### src/rtl/vmem_responder_pkg.sv
// Shared definitions for the vector memory responder: data widths and FSM state encodings.
package vmem_responder_pkg;

    localparam int XLEN         = 32;
    localparam int RAM_DATA_WID = 32;

    typedef enum logic [1:0] {
        VMR_IDLE  = 2'd0,
        VMR_LOAD  = 2'd1,
        VMR_STORE = 2'd2,
        VMR_DRAIN = 2'd3
    } vmr_state_e;

endpackage

### src/rtl/vmr_fifo2.sv
// Two-entry synchronous FIFO; entry 0 is always the head.
// A push into a full FIFO without a simultaneous pop is dropped (the owner never does that).
module vmr_fifo2 #(
    parameter int W = 8
) (
    input  logic         clk_i,
    input  logic         rst_ni,
    input  logic         push_i,
    input  logic         pop_i,
    input  logic [W-1:0] din_i,
    output logic [W-1:0] head_o,
    output logic [1:0]   count_o
);

    logic [W-1:0] mem0_q, mem0_d;
    logic [W-1:0] mem1_q, mem1_d;
    logic [1:0]   count_q, count_d;

    // Next-state for storage and occupancy; push+pop keeps the count unchanged.
    always_comb begin
        mem0_d  = mem0_q;
        mem1_d  = mem1_q;
        count_d = count_q;
        case (count_q)
            2'd0: begin
                if (push_i) begin
                    mem0_d  = din_i;
                    count_d = 2'd1;
                end
            end
            2'd1: begin
                if (push_i && pop_i) begin
                    mem0_d = din_i;
                end else if (push_i) begin
                    mem1_d  = din_i;
                    count_d = 2'd2;
                end else if (pop_i) begin
                    count_d = 2'd0;
                end
            end
            default: begin
                if (pop_i) begin
                    mem0_d = mem1_q;
                    if (push_i) begin
                        mem1_d = din_i;
                    end else begin
                        count_d = 2'd1;
                    end
                end
            end
        endcase
    end

    // Storage and occupancy registers, cleared by reset.
    always_ff @(posedge clk_i or negedge rst_ni) begin
        if (!rst_ni) begin
            mem0_q  <= '0;
            mem1_q  <= '0;
            count_q <= 2'd0;
        end else begin
            mem0_q  <= mem0_d;
            mem1_q  <= mem1_d;
            count_q <= count_d;
        end
    end

    assign head_o  = mem0_q;
    assign count_o = count_q;

endmodule

### src/rtl/vmem_responder.sv
// Strided vector load/store responder in front of a synchronous single-port RAM.
// Handshakes: a transfer happens on a rising edge where both valid and ready are high;
// valid never waits on ready, and a held valid keeps its payload stable until accepted.
// Load data falls through from ram_dout when the FIFO is empty so the first element
// appears in the same cycle the RAM returns it; otherwise it is parked in the FIFO.
module vmem_responder
    import vmem_responder_pkg::*;
#(
    parameter int VLMAX  = 8,
    parameter int RAM_AW = 17
) (
    input  logic                         clk_in,
    input  logic                         rst_in,
    input  logic                         req_valid,
    output logic                         req_ready,
    input  logic                         req_we,
    input  logic [XLEN-1:0]              req_addr,
    input  logic [XLEN-1:0]              req_stride,
    input  logic [$clog2(VLMAX+1)-1:0]   req_vl,
    input  logic                         wdata_valid,
    output logic                         wdata_ready,
    input  logic [RAM_DATA_WID-1:0]      wdata,
    output logic                         rdata_valid,
    input  logic                         rdata_ready,
    output logic [RAM_DATA_WID-1:0]      rdata,
    output logic                         rdata_last,
    output logic                         done,
    output logic [RAM_AW-1:0]            ram_addr,
    output logic                         ram_we,
    output logic [RAM_DATA_WID-1:0]      ram_din,
    input  logic [RAM_DATA_WID-1:0]      ram_dout,
    output vmr_state_e                   dbg_state
);

    localparam int VLW = $clog2(VLMAX + 1);
    localparam int EW  = RAM_DATA_WID + 1;   // {last flag, data}

    vmr_state_e      state_q;
    logic [XLEN-1:0] cur_addr_q;
    logic [XLEN-1:0] stride_q;
    logic [VLW-1:0]  remaining_q;
    logic            inflight_q;
    logic            inflight_last_q;

    logic [EW-1:0]   fifo_head;
    logic [1:0]      fifo_count;
    logic            fifo_push;
    logic            fifo_pop;
    logic [EW-1:0]   head_ent;
    logic            head_valid;
    logic            rd_hs;
    logic            wr_hs;
    logic            issue_rd;
    logic            addr_unused;

    // Only the word-address bits reach the RAM; the rest still wrap modulo 2^XLEN.
    assign addr_unused = ^{cur_addr_q[XLEN-1:RAM_AW+2], cur_addr_q[1:0]};

    assign head_valid = (fifo_count != 2'd0) || inflight_q;
    assign head_ent   = (fifo_count != 2'd0) ? fifo_head : {inflight_last_q, ram_dout};
    assign rd_hs      = head_valid && rdata_ready;
    assign wr_hs      = (state_q == VMR_STORE) && wdata_valid;
    // At most two elements outstanding: buffered plus the one in the RAM pipeline.
    assign issue_rd   = (state_q == VMR_LOAD) && (remaining_q != '0) &&
                        ((fifo_count + {1'b0, inflight_q}) < 2'd2);
    assign fifo_push  = inflight_q && !(rd_hs && (fifo_count == 2'd0));
    assign fifo_pop   = rd_hs && (fifo_count != 2'd0);

    vmr_fifo2 #(.W(EW)) u_fifo (
        .clk_i   (clk_in),
        .rst_ni  (rst_in),
        .push_i  (fifo_push),
        .pop_i   (fifo_pop),
        .din_i   ({inflight_last_q, ram_dout}),
        .head_o  (fifo_head),
        .count_o (fifo_count)
    );

    // Request sequencing: capture, walk addresses, track the in-flight read, finish.
    always_ff @(posedge clk_in or negedge rst_in) begin
        if (!rst_in) begin
            state_q         <= VMR_IDLE;
            cur_addr_q      <= '0;
            stride_q        <= '0;
            remaining_q     <= '0;
            inflight_q      <= 1'b0;
            inflight_last_q <= 1'b0;
        end else begin
            inflight_q      <= issue_rd;
            inflight_last_q <= issue_rd && (remaining_q == VLW'(1));
            case (state_q)
                VMR_IDLE: begin
                    if (req_valid) begin
                        cur_addr_q  <= req_addr;
                        stride_q    <= req_stride;
                        remaining_q <= req_vl;
                        if (req_vl == '0) begin
                            state_q <= VMR_DRAIN;
                        end else if (req_we) begin
                            state_q <= VMR_STORE;
                        end else begin
                            state_q <= VMR_LOAD;
                        end
                    end
                end
                VMR_LOAD: begin
                    if (issue_rd) begin
                        cur_addr_q  <= cur_addr_q + stride_q;
                        remaining_q <= remaining_q - VLW'(1);
                    end
                    if (rd_hs && head_ent[EW-1]) begin
                        state_q <= VMR_DRAIN;
                    end
                end
                VMR_STORE: begin
                    if (wr_hs) begin
                        cur_addr_q  <= cur_addr_q + stride_q;
                        remaining_q <= remaining_q - VLW'(1);
                        if (remaining_q == VLW'(1)) begin
                            state_q <= VMR_DRAIN;
                        end
                    end
                end
                default: begin
                    state_q <= VMR_IDLE;
                end
            endcase
        end
    end

    assign req_ready   = rst_in && (state_q == VMR_IDLE);
    assign wdata_ready = (state_q == VMR_STORE);
    assign rdata_valid = head_valid;
    assign rdata       = head_valid ? head_ent[RAM_DATA_WID-1:0] : '0;
    assign rdata_last  = head_valid && head_ent[EW-1];
    assign done        = (state_q == VMR_DRAIN);
    assign ram_addr    = cur_addr_q[RAM_AW+1:2];
    assign ram_we      = wr_hs;
    assign ram_din     = wr_hs ? wdata : '0;
    assign dbg_state   = state_q;

endmodule

### config.mk
export PLATFORM = sky130hd
export DESIGN_NAME = vmem_responder
export DESIGN_NICKNAME = d
export VERILOG_FILES = /design/src/rtl/vmem_responder_pkg.sv /design/src/rtl/vmr_fifo2.sv /design/src/rtl/vmem_responder.sv
export SDC_FILE = /design/constraint.sdc
export NUM_CORES = 1
export LEC_CHECK = 0
export ABC_AREA = 1
export CORE_UTILIZATION = 40
export DETAILED_ROUTE_END_ITERATION = 8
export GPL_TIMING_DRIVEN = 0
export HOLD_SLACK_MARGIN = 0.05
export PLACE_DENSITY = 0.82
export SLEW_MARGIN = 20
export SYNTH_ARGS = -nofsm -noshare
export SYNTH_HDL_FRONTEND = slang
export SYNTH_SLANG_ARGS = --single-unit
### constraint.sdc
create_clock -name clk_in -period 5.2 [get_ports clk_in]
set_input_delay 1.04 -clock clk_in [delete_from_list [all_inputs] [get_ports clk_in]]
set_output_delay 1.04 -clock clk_in [all_outputs]
set_load 0.05 [all_outputs]
# --- After elaboration in Yosys (flattened, before gate mapping) ---
# Index checks and enable logic that the tools add are counted.
word_totals:
  reg_bits: 140
  word_cells: 90
op_classes:
  n_addsub: 3
  n_lt_le_gt_ge: 1
  eq_ne: 15
  mux: 33
  bitwise_logic: 1
  reduce_logical: 28
ops:
  columns: ["operator", "n"]
  rows:
  - ["two-way mux 33 bit", 7]
  - ["two-way mux 32 bit", 5]
  - ["one-hot mux 33 bit (2 select lines)", 2]
  - ["one-hot mux 32 bit (3 select lines)", 1]
  - ["adder 32 bit", 1]
  - ["two-way mux 2 bit", 12]
  - ["logical AND 1 bit", 12]
  - ["two-way mux 4 bit", 3]
  - ["one-hot mux 4 bit (3 select lines)", 1]
  - ["!= test 2 x 1 -> 1 bit, second input constant", 5]
  - ["AND reduction 4 bit", 2]
  - ["!= test 2 bit, second input constant", 3]
  - ["one-hot mux 2 bit (3 select lines)", 1]
  - ["AND reduction 3 bit", 2]
  - ["nonzero test 3 bit", 2]
  - ["AND reduction 5 bit", 1]
  - ["== test 2 x 1 -> 1 bit, second input constant", 2]
  - ["== test 2 bit, second input constant", 2]
  - ["== test 4 x 1 -> 1 bit, second input constant", 1]
  - ["zero test 2 bit", 2]
  - ["zero test 4 bit", 1]
  - ["one-hot mux 2 bit (2 select lines)", 1]
  - ["nonzero test 2 bit", 2]
  - ["nonzero test 4 bit", 1]
  - ["9 further kinds", 9]

# --- Longest topological paths before layout ---
# Gate-level depths: netlist of the first run.
logic_depth:
  depth_word: 9
  mapped_depth: 14
  mapped_depth_nobuf: 14

# --- Modules after synthesis ---
# From an unflattened synthesis of the first run, not the netlist that was laid out.
unflattened:
  hier_cells: 1084
  hier_area_um2: 7430.9
modules_own_cells:
  columns: ["module", "instances", "cells_each", "area_each_um2", "seq_area_each_um2"]
  rows:
  - ["vmem_responder", 1, 672, 4219.0, 1151.1]
  - ["vmr_fifo2", 1, 412, 3211.8, 1701.6]

# --- Worst setup path after synthesis of the first run ---
# Ideal clock, no wire load.
synth_path:
  path_kind: "register to output"
  from: "register state_q[0], in the netlist dbg_state[0]"
  to: "output port ram_din[22]"
  t_arrival_ps: 2354
  setup_slack_ps: 1806
  path_stages_with_launch: 6
  path_buffers: 1
  cell_sequence: "dfrtp_1 -> inv_1 -> ha_1 -> nand2_1 -> clkbuf_1 -> nor2_1"
synth_via:
  elab_chain_len: 3
synth_lines:
  columns: ["item", "line_no", "source"]
  rows:
  - ["from (decl)", "vmem_responder.sv:38", "vmr_state_e state_q;"]
  - ["from (signal assigned)", "vmem_responder.sv:82", "state_q <= VMR_IDLE;"]
  - ["from (signal assigned)", "vmem_responder.sv:98", "state_q <= VMR_DRAIN;"]
  - ["from (signal assigned)", "vmem_responder.sv:100", "state_q <= VMR_STORE;"]
  - ["== test 2 bit", null, null]
  - ["named net wdata_ready", "vmem_responder.sv:21", "output logic wdata_ready,"]
  - ["logical AND 1 bit", "vmem_responder.sv:62", "assign wr_hs = (state_q == VMR_STORE) && wdata_valid;"]
  - ["two-way mux 32 bit", "vmem_responder.sv:139", "assign ram_din = wr_hs ? wdata : '0;"]
  - ["to (decl)", "vmem_responder.sv:30", "output logic [RAM_DATA_WID-1:0] ram_din,"]
# The timed path passes the listed nets, and every way through them passes these cells.

# --- Worst setup path in the final report of the first run ---
layout_path:
  from: "input port wdata_valid"
  to: "output port ram_din[6]"
layout_via:
  elab_chain_len: 2
layout_lines:
  columns: ["item", "line_no", "source"]
  rows:
  - ["from (decl)", "vmem_responder.sv:20", "input logic wdata_valid,"]
  - ["logical AND 1 bit", "vmem_responder.sv:62", null]
  - ["two-way mux 32 bit", "vmem_responder.sv:139", null]
# No other way between the ends.

==> metrics.md, run 1 <==
| Metric | Value |
|---|---|
| Status | `finished clean` |
| Leak | `about 0.0048 uW` |
| Cts repair resizes | `0` |
| CTS buffer count | `17` |
| Crit Path Class | `input port to primary output` |
| Global Route met2 Usage | `approximately two fifths` |
| Hold buffers post-CTS | `0` |
| Largest net degree at the start of global routing | `between 60 and 70` |
| Cell taking the most area after synthesis | `dfrtp_1` |
| Min Tclk post-route | `a little over 4000 ps` |
| Chip height | `about 140 um` |
| Cell Pwr Density | `approximately 780 nW/um^2` |
| Core Area | `17400 sq um` |
| Worst hold path type | `register to register` |
| WP data arrival | `between 2000 and 3000 ps` |
| Clk Latency, worst-skew pair | `approximately 420 ps` |
| Die ar. | `approximately 18000 sq um` |
| Syn nets | `1110` |
| Total clock sinks | `114` |
| Final Cycle Share | `around 78%` |
| CP dominant cell by count | `clkdlybuf4s50_1` |
| Starting Density | `between 40% and 50%` |
| Fmax | `~0.25 GHz` |
| Worst slack, placed | `1190 ps` |
| Unrepaired setup endpoints after global routing | `no` |
| Synth area leaders | `dfrtp_1 (40%), nand2_1 (11%), inv_1 (8.1%), nand3_1 (4.9%), o211ai_2 (4.7%)` |
| Grt peak-use layer | `met2` |
| Synth top cells by count | `nand2_1 (201), inv_1 (154), dfrtp_1 (114)` |
| Placement Rows | `48` |
| Relative slew slack | `between 50 and 60%` |
| Antenna violations before repair | `0` |
| I/O pin count | `around 230` |
| Post-route DRC | `0` |
| PortBufs | `200` |
| Share of Yosys cell area claimed by the top area cell type | `39.8%` |
| Iteration-0 DRC Markers | `between 400 and 500` |
| Deepest clock path buffer count | `2` |
| Worst Skew | `roughly 9.6 ps` |
| Layout Nets | `roughly 1300` |
| WP buf/inv | `3` |
| First-pass GRT wire length | `roughly 33 mm` |
| Share of cells above drive strength 1 | `12.5%` |
| Worst Setup Start Kind | `input port` |
| Ys async rst share | `100%` |
| Cell Area, Synth | `about 7200 sq um` |
| Met3 usage | `4.75%` |
| Synthesis-to-layout area growth | `39.8%` |
| Count leader, synth | `nand2_1` |
| Post-DP Area | `approximately 9500 sq um` |
| Post CTS Setup Buffer Count | `0` |
| Gr usage total | `a little under a quarter` |
| Clock transition at path regs | `about 50 ps` |
| Mean post-synth cell area | `7.56 sq um` |
| Synth Flop Type | `dfrtp_1` |
| Final setup vio count | `0` |
| Max IR drop VDD | `451 uV` |
| Max cap viols | `0` |
| Vias in the first global route | `around 7000` |
| Worst-path fanout max | `10` |
| Sequential cell area fraction in the yosys report | `between 30 and 40%` |
| Post-Synthesis Cells | `between 900 and 1000` |
| Worst path slowest cell | `clkdlybuf4s50_1` |
| HPWL Detailed | `15.4 mm` |
| CP top delay family | `buffers and inverters` |
| Vias per inst | `roughly 4.9` |
| DR WL/cell | `14.4 um` |
| GR Overflow Total | `0` |
| Drt total wl | `approximately 20 mm` |
| Fillers | `about 1500` |
| Final Wtd Congestion | `approximately 0.94` |
| Htree depth | `4` |
| Post-route ant nets | `0` |
| Met1 GRT Util | `about 28%` |
| Final hold violations | `0` |
| Number of enable flip-flop cells after synthesis | `0` |
| Worst-Margin Slew | `between 700 and 800 ps` |
| Req. time, crit path | `between 4000 and 5000 ps` |
| Yosys reg bits | `~110` |
| Final Instance Area | `10000 sq um` |
| Setup crit end kind | `primary output` |
| Max Slew Vio Count | `0` |
| Root Driver | `clkbuf_16` |
| Vias | `6867` |
| CP max stage delay | `850 ps` |
| CTS tree | `built` |
| Cell breakdown of the critical path | `clkdlybuf4s50_1 > nand2_1 > clkbuf_1 > nor2_1 > clkdlybuf4s50_1` |
| Yosys cell types | `32` |
| Antenna diodes | `0` |
| First-pass detailed-route iteration total | `6` |
| Die X-Extent | `between 100 and 150 um` |
| Power Total | `just under 8000 uW` |
| Yosys Warn Count | `0` |
| Final WS setup | `between 1000 and 1500 ps` |
## power breakdown
part           total (uW)  switching (uW)  internal, uW  leakage [uW]
Clock                1050             441           608      0.000252
Sequential           1600             260          1340       0.00139
Combinational        5120            3340          1780       0.00320
Total                7770            4040          3730       0.00484
## final timing paths
path | endpoint | from | cells after the start | slack (ps)
worst max-delay path | ram_din[6] | wdata_valid | 5 | 1170
worst min-delay path | u_fifo.mem1_q[3] | u_fifo.mem1_q[3] | 2 | 490
worst max register to register | cur_addr_q[1] | dbg_state[1] | 7 | 3020
worst min register to register | u_fifo.mem1_q[3] | u_fifo.mem1_q[3] | 2 | 490
max in group asynchronous | u_fifo.head_o[25] | rst_in | 2 | 3950
min in group asynchronous | u_fifo.head_o[5] | rst_in | 1 | 560
## worst register-to-register path, delay by kind of cell (launching register included)
kind / cells / cell delay, ps
AOI/OAI and AO/OA: 2 / 200
and+or+nand+nor: 1 / 110
buffers and inverters: 3 / 1080
adders and majority gates: 1 / 270
DFF: 1 / 390
## sequential cells by signal (all words and copies together), names as in the netlist
signal           count
inflight_q           1
cur_addr_q          19
u_fifo.mem1_q       33
inflight_last_q      1
u_fifo.head_o       33
dbg_state            2
remaining_q          4
stride_q            19
u_fifo.count_o       2
## through the flow
step	util, %	instances	TNS [ps]	hold WS, ps
detailed placement	54.4	1373	0	487
floorplan	-	947	0	454
finish	57.5	1405	0	493
global placement	54.2	1372	-167440	472
global route	57.5	1405	0	524
CTS	57.5	1405	0	498
## area by class of cell
class	count	area (sq um)	area share, %
multi-input combinational	612	3350	33.5
sequential	114	2850	28.5
timing repair buffer	201	2030	20.3
inverter	158	593	5.93
clock buffer	17	425	4.25
buffer	63	359	3.59
tap	225	282	2.81
clock inverter	15	110	1.10
## layout by cell type, fill, tap and decap left out, types with 2 or more instances in the layout
cell type	n
clkinvlp_4	5
buf_6	5
xor2_1	2
nand2_2	2
inv_6	3
o211ai_1	7
o21ai_1	30
a21oi_1	31
clkinv_4	3
mux2_2	18
nor2_2	2
clkdlybuf4s50_1	199
inv_2	4
buf_1	3
o21ai_0	67
buf_2	14
and2_1	2
o21ai_2	20
clkinv_2	4
or2_2	2
clkbuf_1	22
a31oi_1	8
nand4_1	2
clkbuf_16	17
buf_4	20
inv_1	154
nand2_1	201
xnor2_1	3
o211ai_2	27
nand3_1	70
dfrtp_1	114
nor2_1	86
ha_1	24
nor3_1	4
## logic make-up (layout without fill, tap and decap cells)
group / after synthesis / count (layout) / share of synthesized area [%]
simple gates: 372 / 372 / 21.2
fa+ha+maj: 25 / 25 / 4.47
flops: 114 / 114 / 39.8
buf+inv: 221 / 454 / 13.3
xor+xnor: 5 / 5 / 0.612
mux: 18 / 18 / 2.83
compound gates: 192 / 192 / 17.8
## per-layer routing
layer	share of wire [%]	vias to the layer above	wire (um)
met5	0	-	0
met4	1.8	0	362
met3	5.3	33	1070
met2	49	229	10000
met1	44	3146	8830
li1	-	3459	-
No activity file was read; power rests on OpenSTA's default activity.
==> inputs of run 2 (changes only) <==
==> constraint.sdc (replaced) <==
create_clock -name clk_in -period 4 [get_ports clk_in]
set_input_delay 0.8 -clock clk_in [delete_from_list [all_inputs] [get_ports clk_in]]
set_output_delay 0.8 -clock clk_in [all_outputs]
set_load 0.05 [all_outputs]
==> results of run 2 <==
The final DEF is identical to that of run 1. Status: finished clean.
Among the figures that moved: setup slack after placement 1190 ps -> 470 ps; clock-pin slew on the worst setup and hold paths 50 ps -> 60 ps; setup slack after layout 1170 ps -> 277 ps; hold slack 493 ps -> 316 ps; start point of the critical path wdata_valid -> u_fifo.count_o[1]; end point of the critical path ram_din[6] -> rdata[25]; register-to-register setup slack 3020 ps -> 1820 ps; total power 7770 uW -> 10100 uW; worst IR drop on VDD 451 uV -> 586 uV
